==> config.mk <==
export PLATFORM = sky130hd
export DESIGN_NAME = awg_rom_seq
export DESIGN_NICKNAME = d
export VERILOG_FILES = /design/src/rtl/awg_seq_pkg.sv /design/src/rtl/awg_phase_acc.sv /design/src/rtl/awg_rom_seq.sv
export SDC_FILE = /design/constraint.sdc
export NUM_CORES = 1
export LEC_CHECK = 0
export BUFFER_PORTS_ARGS = -buffer_cell sky130_fd_sc_hd__buf_2
export CAP_MARGIN = 40
export CORE_MARGIN = 2
export CORE_UTILIZATION = 42
export CTS_CLUSTER_SIZE = 10
export DETAILED_ROUTE_END_ITERATION = 10
export PLACE_DENSITY = 0.61
export REMOVE_ABC_BUFFERS = 1
export SYNTH_ARGS = -nofsm -noshare
export SYNTH_HDL_FRONTEND = slang
export SYNTH_SLANG_ARGS = --single-unit
==> constraint.sdc <==
create_clock -name clka -period 3.1 [get_ports clka]
set_input_delay 0.31 -clock clka [delete_from_list [all_inputs] [get_ports clka]]
set_output_delay 0.31 -clock clka [all_outputs]
set_load 0.03 [all_outputs]
==> src/rtl/awg_seq_pkg.sv <==
// Shared types and default widths for the AWG ROM waveform sequencer.
// Latency: n/a (types and constants only).
// Backpressure: n/a.
package awg_seq_pkg;

    typedef enum logic [1:0] {
        IDLE  = 2'd0,
        RUN   = 2'd1,
        DRAIN = 2'd2
    } seq_state_t;

    localparam int DEF_ADDR_W  = 8;
    localparam int DEF_DATA_W  = 8;
    localparam int DEF_PHASE_W = 24;
    localparam int DEF_CNT_W   = 16;

endpackage

==> src/rtl/awg_phase_acc.sv <==
// DDS phase accumulator: phase register, adder with carry-out, ROM address slice.
// Latency: load/advance take effect at the next clka edge; carry and addr are combinational.
// Backpressure: none; the parent only asserts adv when a sample slot is free.
module awg_phase_acc
    import awg_seq_pkg::*;
#(
    parameter int P_ADDR_WIDTH  = DEF_ADDR_W,
    parameter int P_PHASE_WIDTH = DEF_PHASE_W
) (
    input  logic                     clka,
    input  logic                     rsta,
    input  logic                     load,
    input  logic                     adv,
    input  logic [P_PHASE_WIDTH-1:0] load_val,
    input  logic [P_PHASE_WIDTH-1:0] ftw,
    output logic [P_ADDR_WIDTH-1:0]  addr,
    output logic                     carry
);

    logic [P_PHASE_WIDTH-1:0] phase;
    logic [P_PHASE_WIDTH:0]   sum;

    // One extra bit on the adder gives the period-wrap carry for free.
    assign sum   = {1'b0, phase} + {1'b0, ftw};
    assign carry = sum[P_PHASE_WIDTH];
    assign addr  = phase[P_PHASE_WIDTH-1 -: P_ADDR_WIDTH];

    // Phase register: load at burst start, otherwise step by ftw on each issue.
    always_ff @(posedge clka) begin
        if (rsta) begin
            phase <= '0;
        end else if (load) begin
            phase <= load_val;
        end else if (adv) begin
            phase <= sum[P_PHASE_WIDTH-1:0];
        end
    end

endmodule

==> src/rtl/awg_rom_seq.sv <==
// Waveform sequencer driving a read-latency-1 ROM from a DDS phase accumulator.
// Latency: start to first smp_valid is 2 cycles; 1 sample/cycle with smp_ready high.
// Backpressure: smp_ready low re-presents last_addr to the ROM so smp_data holds.
module awg_rom_seq
    import awg_seq_pkg::*;
#(
    parameter int P_ADDR_WIDTH  = DEF_ADDR_W,
    parameter int P_DATA_WIDTH  = DEF_DATA_W,
    parameter int P_PHASE_WIDTH = DEF_PHASE_W,
    parameter int P_CNT_WIDTH   = DEF_CNT_W
) (
    input  logic                     clka,
    input  logic                     rsta,
    input  logic [P_PHASE_WIDTH-1:0] cfg_ftw,
    input  logic [P_PHASE_WIDTH-1:0] cfg_phase_ofs,
    input  logic [P_CNT_WIDTH-1:0]   cfg_cycles,
    input  logic                     start,
    input  logic                     stop,
    output logic                     busy,
    output logic                     done,
    output logic [P_ADDR_WIDTH-1:0]  rom_addr,
    input  logic [P_DATA_WIDTH-1:0]  rom_data,
    output logic [P_DATA_WIDTH-1:0]  smp_data,
    output logic                     smp_valid,
    input  logic                     smp_ready
);

    seq_state_t               state;
    logic [P_PHASE_WIDTH-1:0] ftw_q;
    logic [P_CNT_WIDTH-1:0]   cycles_q;
    logic [P_CNT_WIDTH-1:0]   cnt;
    logic [P_CNT_WIDTH:0]     cnt_nxt;
    logic [P_ADDR_WIDTH-1:0]  last_addr;
    logic [P_ADDR_WIDTH-1:0]  issue_addr;
    logic                     carry;
    logic                     load;
    logic                     adv;
    logic                     hs;
    logic                     last_period;

    assign load = (state == IDLE) && start;
    assign adv  = (state == RUN) && !stop && (!smp_valid || smp_ready);
    assign hs   = smp_valid && smp_ready;

    // Widened increment so a saturated cnt can never alias onto cfg_cycles.
    assign cnt_nxt     = {1'b0, cnt} + 1'b1;
    assign last_period = carry && (cycles_q != '0) && (cnt_nxt == {1'b0, cycles_q});

    // Stalled: the ROM recaptures the previous address so its output holds.
    assign rom_addr = adv ? issue_addr : last_addr;
    assign smp_data = rom_data;
    assign busy     = (state != IDLE);

    awg_phase_acc #(
        .P_ADDR_WIDTH  (P_ADDR_WIDTH),
        .P_PHASE_WIDTH (P_PHASE_WIDTH)
    ) u_phase_acc (
        .clka     (clka),
        .rsta     (rsta),
        .load     (load),
        .adv      (adv),
        .load_val (cfg_phase_ofs),
        .ftw      (ftw_q),
        .addr     (issue_addr),
        .carry    (carry)
    );

    // Burst FSM with period counter, issued-address history and sample valid.
    always_ff @(posedge clka) begin
        if (rsta) begin
            state     <= IDLE;
            ftw_q     <= '0;
            cycles_q  <= '0;
            cnt       <= '0;
            last_addr <= '0;
            smp_valid <= 1'b0;
            done      <= 1'b0;
        end else begin
            done <= 1'b0;
            case (state)
                IDLE: begin
                    if (start) begin
                        ftw_q    <= cfg_ftw;
                        cycles_q <= cfg_cycles;
                        cnt      <= '0;
                        state    <= RUN;
                    end
                end
                RUN: begin
                    if (stop) begin
                        // A beat accepted in this same cycle needs no drain.
                        if (smp_valid && !smp_ready) begin
                            state <= DRAIN;
                        end else begin
                            smp_valid <= 1'b0;
                            state     <= IDLE;
                            done      <= 1'b1;
                        end
                    end else if (adv) begin
                        last_addr <= issue_addr;
                        smp_valid <= 1'b1;
                        if (carry) begin
                            if (!(&cnt)) begin
                                cnt <= cnt_nxt[P_CNT_WIDTH-1:0];
                            end
                            if (last_period) begin
                                state <= DRAIN;
                            end
                        end
                    end
                end
                DRAIN: begin
                    if (hs) begin
                        smp_valid <= 1'b0;
                        state     <= IDLE;
                        done      <= 1'b1;
                    end
                end
                default: begin
                    state <= IDLE;
                end
            endcase
        end
    end

endmodule

[Word level (Yosys, flattened, before mapping)]
Index checks and enable logic that the tools add are counted.
Cells by class
  add/subtract/negate cells: 2
  $mul: 0
  divide/modulo/power cells: 0
  order comparisons: 0
  equal/unequal tests: 13
  shift-type cells: 0
  mux-type cells: 26
  bitwise gates (word level): 1
  reduce and logical (&&, ||, !) cells: 23
Operator list (number)
  2-to-1 mux 16 bit: 5
  2-to-1 mux 24 bit: 2
  case mux 16 bit (2 select lines): 1
  adder 24 x 24 -> 25 bit: 1
  adder 16 x 1 -> 17 bit, second input constant: 1
  == test 17 x 16 -> 1 bit: 1
  AND reduction 16 bit: 1
  nonzero test 16 bit: 1
  2-to-1 mux 2 bit: 7
  != test 2 bit, second input constant: 5
  != test 3 bit, second input constant: 3
  2-to-1 mux 8 bit: 1
  nonzero test 2 bit: 4
  logical AND 1 bit: 7
  2-to-1 mux 1 bit: 7
  case mux 2 bit (3 select lines): 1
  AND reduction 6 bit: 1
  AND reduction 5 bit: 1
  case mux 1 bit (2 select lines): 2
  AND reduction 2 bit: 2
  AND reduction 4 bit: 1
  zero test 1 bit: 3
  != test 3 x 2 -> 1 bit, second input constant: 1
  == test 2 x 1 -> 1 bit, second input constant: 1
  5 further kinds: 5
Storage, ports and cells
  bits in registers: 92
  bits in latches: 0
  RAM bits: 0
  memory bits (read-only): 0
  bits of input ports: 77
  word-level logic and storage cells: 73
  memories kept: 0

[Longest topological paths before layout]
  depth in word-level cells: 8
  mapped depth: 11
  depth with buffers taken out: 10

[Modules after synthesis]
A second synthesis with hierarchy kept.
Second synthesis, totals
  cell total of the unflattened synthesis: 743
  area total of the unflattened synthesis: 5791.8 µm²
By module, submodules not included
  awg_rom_seq: times used 1, cells an instance 428, area an instance 3334.4 µm², seq. area each 1361.3 µm²
  awg_phase_acc: times used 1, cells an instance 315, area an instance 2457.4 µm², seq. area each 480.5 µm²

[Least setup slack after synthesis]
Ideal clock, no wire load.
  kind: reg2reg
  from: register ftw_q[0]
  to: register cnt[15]
  setup time: 0.123 ns
  arrival: 2.609 ns
  data required time: 2.977 ns
  path slack: 0.369 ns
  stages on the path, launching flop included: 11
  period minus slack after synthesis: 2.731 ns
  path through: dfxtp_1 ha_1 fa_1 a211oi_1 o211ai_2 a211oi_2 o41ai_4 a41oi_4 nor4_4 and3_2 a221o_2
On the way
  word-level cells in the longest chain between the ends: 3
Ends and longest elaborated chain
  from (decl): RTL line awg_rom_seq.sv:29  | logic [P_PHASE_WIDTH-1:0] ftw_q;
  from (signal assigned): RTL line awg_rom_seq.sv:83  | ftw_q <= cfg_ftw;
  adder 24 x 24 -> 25 bit: RTL line awg_phase_acc.sv:24  | assign sum = {1'b0, phase} + {1'b0, ftw};
  != test 2 x 1 -> 1 bit (no source line)
  AND reduction 6 bit (no source line)
  to (signal assigned): RTL line awg_rom_seq.sv:104  | cnt <= cnt_nxt[P_CNT_WIDTH-1:0];
  to (decl): RTL line awg_rom_seq.sv:31  | logic [P_CNT_WIDTH-1:0] cnt;
Every way passes these cells.
A chain may end at the register's enable or synchronous reset.

[Final worst setup path]
Same ends and word-level chain as after synthesis.

==> impl_metrics.ini <==
[routing]
route.detailed.drc = 0
detail-route-antenna-nets = 0
detail_route.wl_per_cell_um = 14.32
drtPass1Iterations = 4
vias = 5061
drt_first_iter_violations = 265
viasPerCell = 5.367
routed_wl_um = 13510

[power]
seqPwrFrac_pct = 37.0
p_leak_nw = 2.659
intPower_w = 0.002551
power_frac_clock_pct = 26.5
power_w = 0.004045
comb_power_share_pct = 36.5
powerDensity_nw_per_um2 = 643.1
p_switching_w = 0.001494
swShare_pct = 36.92
peakVddDrop_mv = 0.3068

[floorplanning]
io_pins = 96
row_count = 41
core_region_area_um2 = 12720
chipWidth_um = 118.6
die_area_um2 = 14070
die_h_um = 118.6
initial_core_util_pct = 43.37

[synthesis]
synth_fa_ha_area_share_pct = 6.939
ys_ff_latch = 92
muxShareOfSynthArea_pct = 2.018
ys_types = 70
synthSimpleGateAreaFrac_pct = 21.11
synth_top_family_by_area = compound AO/OA/AOI/OAI gates
yosysSeqAreaShare_pct = 33.38
synth-compound-area-share_pct = 23.83
synthCells = 711
synthXorXnorAreaFrac_pct = 6.984
mappedNetlistArea_um2 = 5518
synth_edf_count = 0
synth-main-ff-cell = dfxtp_1
async_flop_share_pct = 0
yosysWarnings = 0
syn_avg_cell_area_um2 = 7.761

[finish]
diodes = 0
stdcell_count = 943
final_area_um2 = 6290
synthToLayoutAreaGrowth_pct = 13.99
final_nets = 875
layout-drive-gt1-share_pct = 17.25

[clocking]
htreeDepth = 3
cts_buffers = 9
cts_tree = built
insertion_delay_ns = 0.36
cts_root_buffer = clkbuf_16
cts.clk_slew.worst_paths_ns = 0.07
cts.sinks = 92
postCtsHoldBufs = 0
cts.path.max_buffers = 2

[setup_path]
start_kind = flop
crit_required_ns = 3.35
cp-end-kind = flop
worst-r2r-setup-slack_ns = 0.18
crit_type = flop to flop
crit_fanout = 12
cp.arrival_ns = 3.17

[placement]
globalplace.congestion = 0.9192
dp_slack_ns = -0.009639
placed_area_um2 = 5995
placed_cells = 927
port_buffers = 79
hpwl_um = 9866

[global_route]
grt_max_degree = 44
antenna_found_initial = 0
grt-ovfl-total = 0
grt_pass1_wl_um = 23490
grtUsageTotal_pct = 20.36
grt_pass1_vias = 4989

[timing]
rsz0062_at_grt = no
finalCriticalPeriod_ns = 2.922
fmax_mhz = 342.2
tightest_slew_ns = 0.6998
worst_slack_ns = 0.1777
slew_headroom_pct = 53.34
finalMaxSlewViolations = 0
fin_crit_sh_pct = 94.27
holdWs_ns = 0.1740
hold_viol_final = 0
skew_ns = 0.007625
finalSetupViolations = 0

[run]
maxCapViolCount = 0

[outcome]
outcome = finished clean

[hold_path]
hold_path_class = input pin to flop
[cells in the mapped netlist (all sizes together), types with 3 or more instances]
master / count / share of area (%)
nor4: 9 / 1.4
a211oi: 8 / 1.3
a311oi: 8 / 1.3
o21a: 3 / 0.41
nand4: 9 / 1.0
o211ai: 9 / 1.3
and3: 5 / 0.59
nand3: 7 / 0.73
and2: 4 / 0.45
or2: 3 / 0.34
nor2b: 3 / 0.48
a22o: 3 / 0.48
buf: 21 / 2.6
xor2: 14 / 2.2
mux2i: 10 / 1.8
nand2: 169 / 11
inv: 18 / 1.2
a21o: 14 / 1.9
xnor2: 30 / 4.8
nor2: 33 / 2.3
a21oi: 100 / 9.1
a31oi: 9 / 1.0
nor3: 7 / 0.73
ha: 29 / 6.6
clkbuf: 28 / 1.9
o21ai: 29 / 2.7
a22oi: 3 / 0.41
dfxtp: 92 / 33
and4: 3 / 0.48
[cells in the final DEF (no fill, tap or decap), drive strengths merged, types with 10 or more instances in the layout]
cell      n
mux2i    10
nand2   169
xor2     14
a21o     14
xnor2    30
a21oi   100
o21ai    29
buf      95
clkbuf   11
inv      18
ha       29
dfxtp    92
nor2     33
[worst paths after layout]
kind / startpoint / endpoint / cells past startpoint
max: ftw_q[0] / cnt[15] / 11
min: cfg_phase_ofs[21] / u_phase_acc.phase[21] / 3
max reg2reg: ftw_q[0] / cnt[15] / 11
min reg2reg: ftw_q[6] / ftw_q[6] / 2
[flip-flops by register name, indices dropped and copies added, names as in the netlist]
name and cells:
cnt 16, cycles_q 16, done 1, ftw_q 24, last_addr 8, smp_valid 1, state 2, u_phase_acc.phase 24
[kinds of logic (layout without fill, tap and decap cells)]
kind of cell    Yosys count  count (layout)
flops                    92              92
buf+inv                  67             127
simple gates            260             260
compound gates          207             207
mux                      11              11
fa+ha+maj                30              30
xor+xnor                 44              44
[worst max-delay path, cell delays in order (launching register included)]
cell      delay, ns
dfxtp_1        0.31
ha_1           0.23
fa_2           0.38
a211oi_2       0.29
o211ai_2       0.14
a211oi_2       0.33
o41ai_4        0.15
a41oi_4        0.24
nor4_4         0.09
buf_6          0.17
and3_2         0.20
a221o_2        0.29
[per-stage QoR]
stage / util, % / TNS, ns
floorplan: - / 0
global placement: 47.03 / -0.1251
detailed placement: 47.12 / -0.009639
CTS: 49.30 / 0
global route: 49.44 / 0
finish: 49.44 / 0
[cell type report]
class	count	area, um2
flip-flops and latches	92	1842
multi-input cells	552	3373
inverters	18	67.56
well taps	172	215.2
clock inverters	3	40.04
clock buffers	11	232.7
fillers	1339	6432
repair buffers	95	519.2
[repair_timing]
item                       CTS  global route
resized for setup            1             1
setup endpoints to repair    1            13
pin swaps                    1             4
setup buffers                0             2
[power by group through the flow]
stage	registers [W]	logic, W	clock network [W]
2_1_floorplan	0.00149	0.00107	0
3_3_place_gp	0.00151	0.00145	0
3_5_place_dp	0.00152	0.00147	0
4_1_cts	0.00150	0.00149	0.00110
5_1_grt	0.00152	0.00168	0.00115
6_report	0.00150	0.00148	0.00107
[per-layer routing]
layer | global-route usage [%] | part of all wire, %
met3 | 3.427 | 4.2
met2 | 33.84 | 47
met5 | 0 | 0
met4 | 8.333 | 2.0
met1 | 26.10 | 47
No activity file was read; power rests on OpenSTA's default activity.
